==> config.mk <==
export PLATFORM = sky130hd
export DESIGN_NAME = fetch_stage
export DESIGN_NICKNAME = d
export VERILOG_FILES = /design/src/rtl/cpu_defs.sv /design/src/rtl/adder.sv /design/src/rtl/fetch_stage.sv
export SDC_FILE = /design/constraint.sdc
export NUM_CORES = 1
export LEC_CHECK = 0
export CAP_MARGIN = 20
export CORE_ASPECT_RATIO = 0.6
export CORE_MARGIN = 8
export CORE_UTILIZATION = 53
export CTS_CLUSTER_DIAMETER = 150
export DETAILED_ROUTE_END_ITERATION = 8
export MAX_ROUTING_LAYER = met4
export PLACE_DENSITY_LB_ADDON = 0.1
export SLEW_MARGIN = 20
export SYNTH_ARGS = -nofsm -noshare
export SYNTH_HDL_FRONTEND = slang
export SYNTH_SLANG_ARGS = --single-unit
==> constraint.sdc <==
create_clock -name clk -period 2.55 [get_ports clk]
set_clock_uncertainty 0.05 [all_clocks]
set_input_delay 0.51 -clock clk [delete_from_list [all_inputs] [get_ports clk]]
set_output_delay 0.51 -clock clk [all_outputs]
set_load 0.05 [all_outputs]
==> src/rtl/cpu_defs.sv <==
// Shared CPU definitions: fetch FSM state encoding, instruction width,
// default reset PC and the instruction word used to fill pipeline bubbles.
package cpu_defs;

  localparam int INSTR_W = 32;

  localparam logic [31:0] DEFAULT_RESET_PC = 32'h0000_0000;

  // ARM "mov r0, r0": harmless if a bubble's word is ever decoded.
  localparam logic [INSTR_W-1:0] NOP_INSTR = 32'hE1A0_0000;

  typedef enum logic [1:0] {
    S_IDLE  = 2'd0,
    S_FETCH = 2'd1,
    S_HOLD  = 2'd2
  } fetch_state_e;

endpackage

==> src/rtl/adder.sv <==
// Plain modulo-2^WIDTH adder.
// Ports: a, b - operands; sum - a + b (carry out discarded).
module adder #(
  parameter int WIDTH = 32
) (
  input  logic [WIDTH-1:0] a,
  input  logic [WIDTH-1:0] b,
  output logic [WIDTH-1:0] sum
);

  assign sum = a + b;

endmodule

==> src/rtl/fetch_stage.sv <==
// Instruction-fetch stage: owns the PC, requests instruction memory with a
// ready handshake and fills the IF/ID pipeline register. Handles stall
// (through a one-entry skid register), flush and branch redirect, including
// a redirect arriving while a request is still unanswered.
// Ports:
//   clk, rst_n                     - clock, async active-low reset
//   stall_i, flush_i               - hold IF/ID / squash next IF/ID entry
//   branch_taken_i, branch_target_i- redirect fetch
//   imem_req_o, imem_addr_o        - memory request (decoded from state/pc)
//   imem_ready_i, imem_rdata_i     - memory accept with same-cycle data
//   if_valid_o, if_pc_o, if_pc_plus4_o, if_instr_o - IF/ID register
module fetch_stage
  import cpu_defs::*;
#(
  parameter int               WIDTH    = 32,
  parameter logic [WIDTH-1:0] RESET_PC = WIDTH'(DEFAULT_RESET_PC)
) (
  input  logic               clk,
  input  logic               rst_n,
  input  logic               stall_i,
  input  logic               flush_i,
  input  logic               branch_taken_i,
  input  logic [WIDTH-1:0]   branch_target_i,
  output logic               imem_req_o,
  output logic [WIDTH-1:0]   imem_addr_o,
  input  logic               imem_ready_i,
  input  logic [INSTR_W-1:0] imem_rdata_i,
  output logic               if_valid_o,
  output logic [WIDTH-1:0]   if_pc_o,
  output logic [WIDTH-1:0]   if_pc_plus4_o,
  output logic [INSTR_W-1:0] if_instr_o
);

  localparam logic [WIDTH-1:0] PC_STEP = WIDTH'(4);

  fetch_state_e       state_q, state_d;
  logic [WIDTH-1:0]   pc_q, pc_d;
  logic [WIDTH-1:0]   pc_plus4;
  logic               pending_q, pending_d;
  logic [WIDTH-1:0]   redirect_pc_q, redirect_pc_d;
  logic [WIDTH-1:0]   skid_pc_q, skid_pc_d;
  logic [INSTR_W-1:0] skid_instr_q, skid_instr_d;
  logic               if_valid_d;
  logic [WIDTH-1:0]   if_pc_d, if_pc_plus4_d;
  logic [INSTR_W-1:0] if_instr_d;

  // One incrementer serves both the PC update and the IF/ID PC+4 field.
  adder #(.WIDTH(WIDTH)) u_pc_inc (
    .a   (pc_q),
    .b   (PC_STEP),
    .sum (pc_plus4)
  );

  assign imem_req_o  = (state_q == S_FETCH);
  assign imem_addr_o = pc_q;

  always_comb begin
    // NOTE: every signal gets a default first so no path leaves it unassigned
    // (which would infer a latch).
    state_d       = state_q;
    pc_d          = pc_q;
    pending_d     = pending_q;
    redirect_pc_d = redirect_pc_q;
    skid_pc_d     = skid_pc_q;
    skid_instr_d  = skid_instr_q;
    if_valid_d    = if_valid_o;
    if_pc_d       = if_pc_o;
    if_pc_plus4_d = if_pc_plus4_o;
    if_instr_d    = if_instr_o;

    unique case (state_q)
      S_IDLE: begin
        state_d = S_FETCH;
        if (!stall_i) begin
          if_valid_d = 1'b0;
          if_instr_d = NOP_INSTR;
        end
      end
      S_FETCH: begin
        if (!imem_ready_i || pending_q) begin
          // Waiting, or the returning word belongs to a redirected-away path.
          if (imem_ready_i) begin
            pc_d      = redirect_pc_q;
            pending_d = 1'b0;
          end
          if (!stall_i) begin
            if_valid_d = 1'b0;
            if_instr_d = NOP_INSTR;
          end
        end else if (stall_i) begin
          skid_pc_d    = pc_q;
          skid_instr_d = imem_rdata_i;
          pc_d         = pc_plus4;
          state_d      = S_HOLD;
        end else begin
          if_valid_d    = 1'b1;
          if_pc_d       = pc_q;
          if_pc_plus4_d = pc_plus4;
          if_instr_d    = imem_rdata_i;
          pc_d          = pc_plus4;
        end
      end
      S_HOLD: begin
        if (!stall_i) begin
          if_valid_d    = 1'b1;
          if_pc_d       = skid_pc_q;
          // pc already advanced past the skid word, so it is skid_pc + 4.
          if_pc_plus4_d = pc_q;
          if_instr_d    = skid_instr_q;
          state_d       = S_FETCH;
        end
      end
      default: state_d = S_IDLE;
    endcase

    if (flush_i) begin
      if_valid_d = 1'b0;
      if_instr_d = NOP_INSTR;
    end

    if (branch_taken_i) begin
      if_valid_d = 1'b0;
      if_instr_d = NOP_INSTR;
      if (state_q == S_FETCH && !imem_ready_i) begin
        // Address must stay stable until accepted; redirect after ready.
        pending_d     = 1'b1;
        redirect_pc_d = branch_target_i;
        pc_d          = pc_q;
      end else begin
        pending_d = 1'b0;
        pc_d      = branch_target_i;
        state_d   = S_FETCH;
      end
    end
  end

  // NOTE: the skid and redirect registers are reset with everything else;
  // they are a few flops, not a RAM, and a known value costs nothing here.
  always_ff @(posedge clk or negedge rst_n) begin
    if (!rst_n) begin
      state_q       <= S_IDLE;
      pc_q          <= RESET_PC;
      pending_q     <= 1'b0;
      redirect_pc_q <= RESET_PC;
      skid_pc_q     <= '0;
      skid_instr_q  <= '0;
      if_valid_o    <= 1'b0;
      if_pc_o       <= '0;
      if_pc_plus4_o <= '0;
      if_instr_o    <= '0;
    end else begin
      // NOTE: non-blocking assignments so every register samples the
      // pre-edge values computed above.
      state_q       <= state_d;
      pc_q          <= pc_d;
      pending_q     <= pending_d;
      redirect_pc_q <= redirect_pc_d;
      skid_pc_q     <= skid_pc_d;
      skid_instr_q  <= skid_instr_d;
      if_valid_o    <= if_valid_d;
      if_pc_o       <= if_pc_d;
      if_pc_plus4_o <= if_pc_plus4_d;
      if_instr_o    <= if_instr_d;
    end
  end

endmodule

==> summary.txt <==
Run status
  • Status: finished, final reports clean

Setup path
  • Max incr delay on CP: 910 ps
  • CP Data Required Time: 1990 ps
  • CP Buf/Inv Count: 1
  • CP arrival: 1960 ps
  • CP top delay family: buffers and inverters
  • CP Launch Type: flop
  • CP max stage cell: clkdlybuf4s50_1
  • CP endpoint kind: output port
  • Critical Path Fanout Max: 11
  • CP Cell Sequence: clkdlybuf4s50_1
  • Critical path type: reg -> out

Routing
  • DRC: 0
  • WL final: 30,600 um
  • Average routed wire per standard cell: 20.3 um
  • DRT antenna net count: 0
  • Starting DRT DRC Count: 626
  • First-pass iteration count of the detailed router: 6
  • Vias: 8,889
  • Via/cell ratio: 5.90

Timing
  • Minimum clock period: 2520 ps
  • Tcrit/Tclk final: 0.989
  • Setup_tns: 0 ps
  • RSZ-0062 raised after global routing: false
  • Worst slew pin tran: 618 ps
  • Hold_ws: 335 ps
  • Max Slew Vio Count: 0
  • Final worst-path setup slack: 27.3 ps
  • F_max: 396 MHz
  • Worst rel slew slack: 0.585
  • Final setup violation count: 0
  • Hold Fails Final Rpt: 0

Synth
  • YS warnings: 0
  • Netlist cell types: 58
  • Main combinational cell family by area after synthesis: compound AO/OA/AOI/OAI gates
  • Async S/R FF share, synth: 1.00
  • Main synth FF type: dfrtp_1
  • Syn nets: 1,110
  • Complex-gate fraction of the synthesized area: 0.151
  • Post-Syn Area: 10,900 sq um
  • Post-synthesis mux area share: 0.132
  • Post-Synth Simple-Gate Area: 0.117
  • Gate Count Post-Synth: 1,035
  • Post-synthesis xor/xnor area fraction: 0.0290
  • Register bit total from synthesis: 228
  • Synth Area in Adders: 0.00576
  • Seq/Total Area, Yosys: 0.526
  • Mapped Avg Cell Area: 10.5 sq um
  • Number of flops mapped to enable cells by yosys: 0

Floorplan
  • Initial core utilization: 0.541
  • Row cnt: 40
  • Die area: 25,500 sq um
  • Width of the die: 201 um
  • Core footprint: 20,100 sq um
  • Die height: 127 um
  • I/O pin cnt: 200

Placed design
  • Placer Congestion: 0.913
  • Hpwl dp: 21,500 um
  • Port buffer count: 199
  • Dpl ws: 231 ps

Pwr
  • Clk network pwr share: 0.193
  • Maximum vdd drop: 1.04 mV
  • Int Pwr: 0.0111 W
  • Combinational share of power: 0.474
  • PD cells: 1370 nW/um^2
  • Overall power: 0.0196 W
  • Reg power frac: 0.333
  • Switching pwr: 0.00845 W
  • P_leak: 5.78 nW
  • Sw Ratio: 0.431

Clock tree
  • Clock sink count: 228
  • Setup repair bufs after CTS: 0
  • H-Tree Depth: 1
  • Num CTS Buffers: 22
  • Clk root buf: clkbuf_16
  • Longest Clk Path Bufs: 3
  • Clock transition at the registers of the reported paths: 70 ps
  • TritonCTS clock tree: built
  • Worst skew pair latency: 500 ps

Finish
  • Share of post-route cells with drive strength above 1: 0.163
  • Area occupied by registers: 5710 sq um
  • Multi-input combinational cell area: 4770 sq um
  • Total Nets Final: 1,294
  • Area growth, synth to finish: 31.6%
  • Fillers: 1,499

GRT
  • Largest net degree at the start of global routing: 65
  • First-pass GRT wire length: 49,300 um
  • Initial antenna violation count: 2
  • Vias in the first global route: 8,965
  • GRT Util Overall: 0.241
  • Grt ovf: 0

Job
  • Max Cap Viol: 0

Hold path
  • Worst min-delay path class: in -> reg
==> routing by layer <==
| layer | up-vias | routed length [um] | track usage |
|---|---|---|---|
| met5 | - | 0 | - |
| met3 | 64 | 1910 | 0.0473 |
| li1 | 4082 | - | - |
| met1 | 4414 | 14200 | 0.334 |
| met2 | 329 | 13800 | 0.365 |
| met4 | 0 | 679 | 0.0560 |
==> cell usage after synthesis (6+ instances only) <==
master / number / area (sq um)
nor3_1: 13 / 65.1
nand3_1: 30 / 150
a22oi_1: 28 / 210
buf_2: 16 / 80.1
buf_4: 6 / 45.0
nand4_1: 16 / 100
a21oi_1: 101 / 505
nor2_1: 101 / 379
dfrtp_1: 228 / 5710
o21ai_0: 56 / 280
xor2_1: 20 / 175
xnor2_1: 16 / 140
mux2i_1: 35 / 350
clkbuf_1: 56 / 210
o2bb2ai_1: 27 / 236
inv_1: 10 / 37.5
buf_1: 14 / 52.6
mux2_2: 96 / 1080
a31oi_1: 13 / 81.3
and3_1: 7 / 43.8
nand2_1: 63 / 236
and2_1: 8 / 50.1
==> stage by stage <==
stage | cells | instance area [sq um] | util
final | 1507 | 14300 | 0.712
after global routing | 1507 | 14300 | 0.712
after detailed placement | 1467 | 13400 | 0.669
after CTS | 1505 | 14300 | 0.711
after global placement | 1467 | 13400 | 0.669
after floorplan | 1035 | 10900 | -
==> power groups by stage <==
stage          Combinational [W]  Clock (W)  Sequential [W]
2_1_floorplan            0.00375          0         0.00883
3_3_place_gp             0.00919          0         0.00651
3_5_place_dp             0.00933          0         0.00655
4_1_cts                  0.00936    0.00384         0.00650
5_1_grt                  0.00991    0.00396         0.00675
6_report                 0.00928    0.00378         0.00653
==> registers in the layout, indices dropped and copies added (netlist names), 2 cells and up <==
register,count
state_q,2
if_pc_o,32
if_pc_plus4_o,32
imem_addr_o,32
skid_instr_q,32
if_instr_o,32
skid_pc_q,32
redirect_pc_q,32
==> kinds of logic after synthesis <==
| kind of cell | after synthesis |
|---|---|
| fa+ha+maj | 5 |
| buf+inv | 104 |
| xor+xnor | 36 |
| simple gates | 269 |
| compound gates | 262 |
| mux | 131 |
| flops | 228 |
==> what timing repair did <==
item,4_1_cts,5_1_grt
endpoints found under the setup margin,4,6
gates resized for setup,4,6
hold endpoints to repair,58,0
hold buffers,1,0
==> layout by cell type (no fill, tap or decap), types with 5 or more instances in the layout <==
master           instances
dfrtp_1                228
clkdlybuf4s50_1        186
a21oi_1                101
nor2_1                 100
mux2_2                  96
nand2_1                 62
o21ai_0                 56
buf_4                   41
mux2i_1                 34
nand3_1                 30
a22oi_1                 28
o2bb2ai_1               27
clkbuf_16               23
xor2_1                  20
nand4_1                 16
xnor2_1                 16
buf_12                  14
nor3_1                  13
a31oi_1                 13
inv_1                   10
and2_1                   8
and3_1                   7
bufinv_16                7
dlymetal6s2s_1           6
nand2b_1                 5
a22o_1                   5
==> area by class of cell <==
| type | instances | area share |
|---|---|---|
| flip-flops and latches | 228 | 0.399 |
| multi-input cells | 703 | 0.334 |
| repair buffers | 254 | 0.181 |
| clock buffers | 27 | 0.0421 |
| well taps | 273 | 0.0239 |
| clock inverters | 10 | 0.0162 |
| inverters | 10 | 0.00263 |
| diodes | 2 | 0.000350 |
==> final timing paths <==
| path | slack (ps) | startpoint | endpoint | cells past startpoint |
|---|---|---|---|---|
| worst min-delay path | 330 | branch_taken_i | if_valid_o$_DFFE_PN0P_ | 2 |
| max in group asynchronous | 1260 | rst_n | if_instr_o[17]$_DFFE_PN0P_ | 3 |
| worst max register to register | 310 | imem_addr_o[12]$_DFFE_PN0P_ | imem_addr_o[28]$_DFFE_PN0P_ | 6 |
| min in group asynchronous | 500 | rst_n | if_pc_plus4_o[17]$_DFFE_PN0P_ | 2 |
| worst max-delay path | 30 | imem_addr_o[21]$_DFFE_PN0P_ | imem_addr_o[21] | 1 |
| worst min register to register | 440 | skid_pc_q[8]$_DFFE_PN0P_ | skid_pc_q[8]$_DFFE_PN0P_ | 2 |
(Power assumes the default switching activity.)
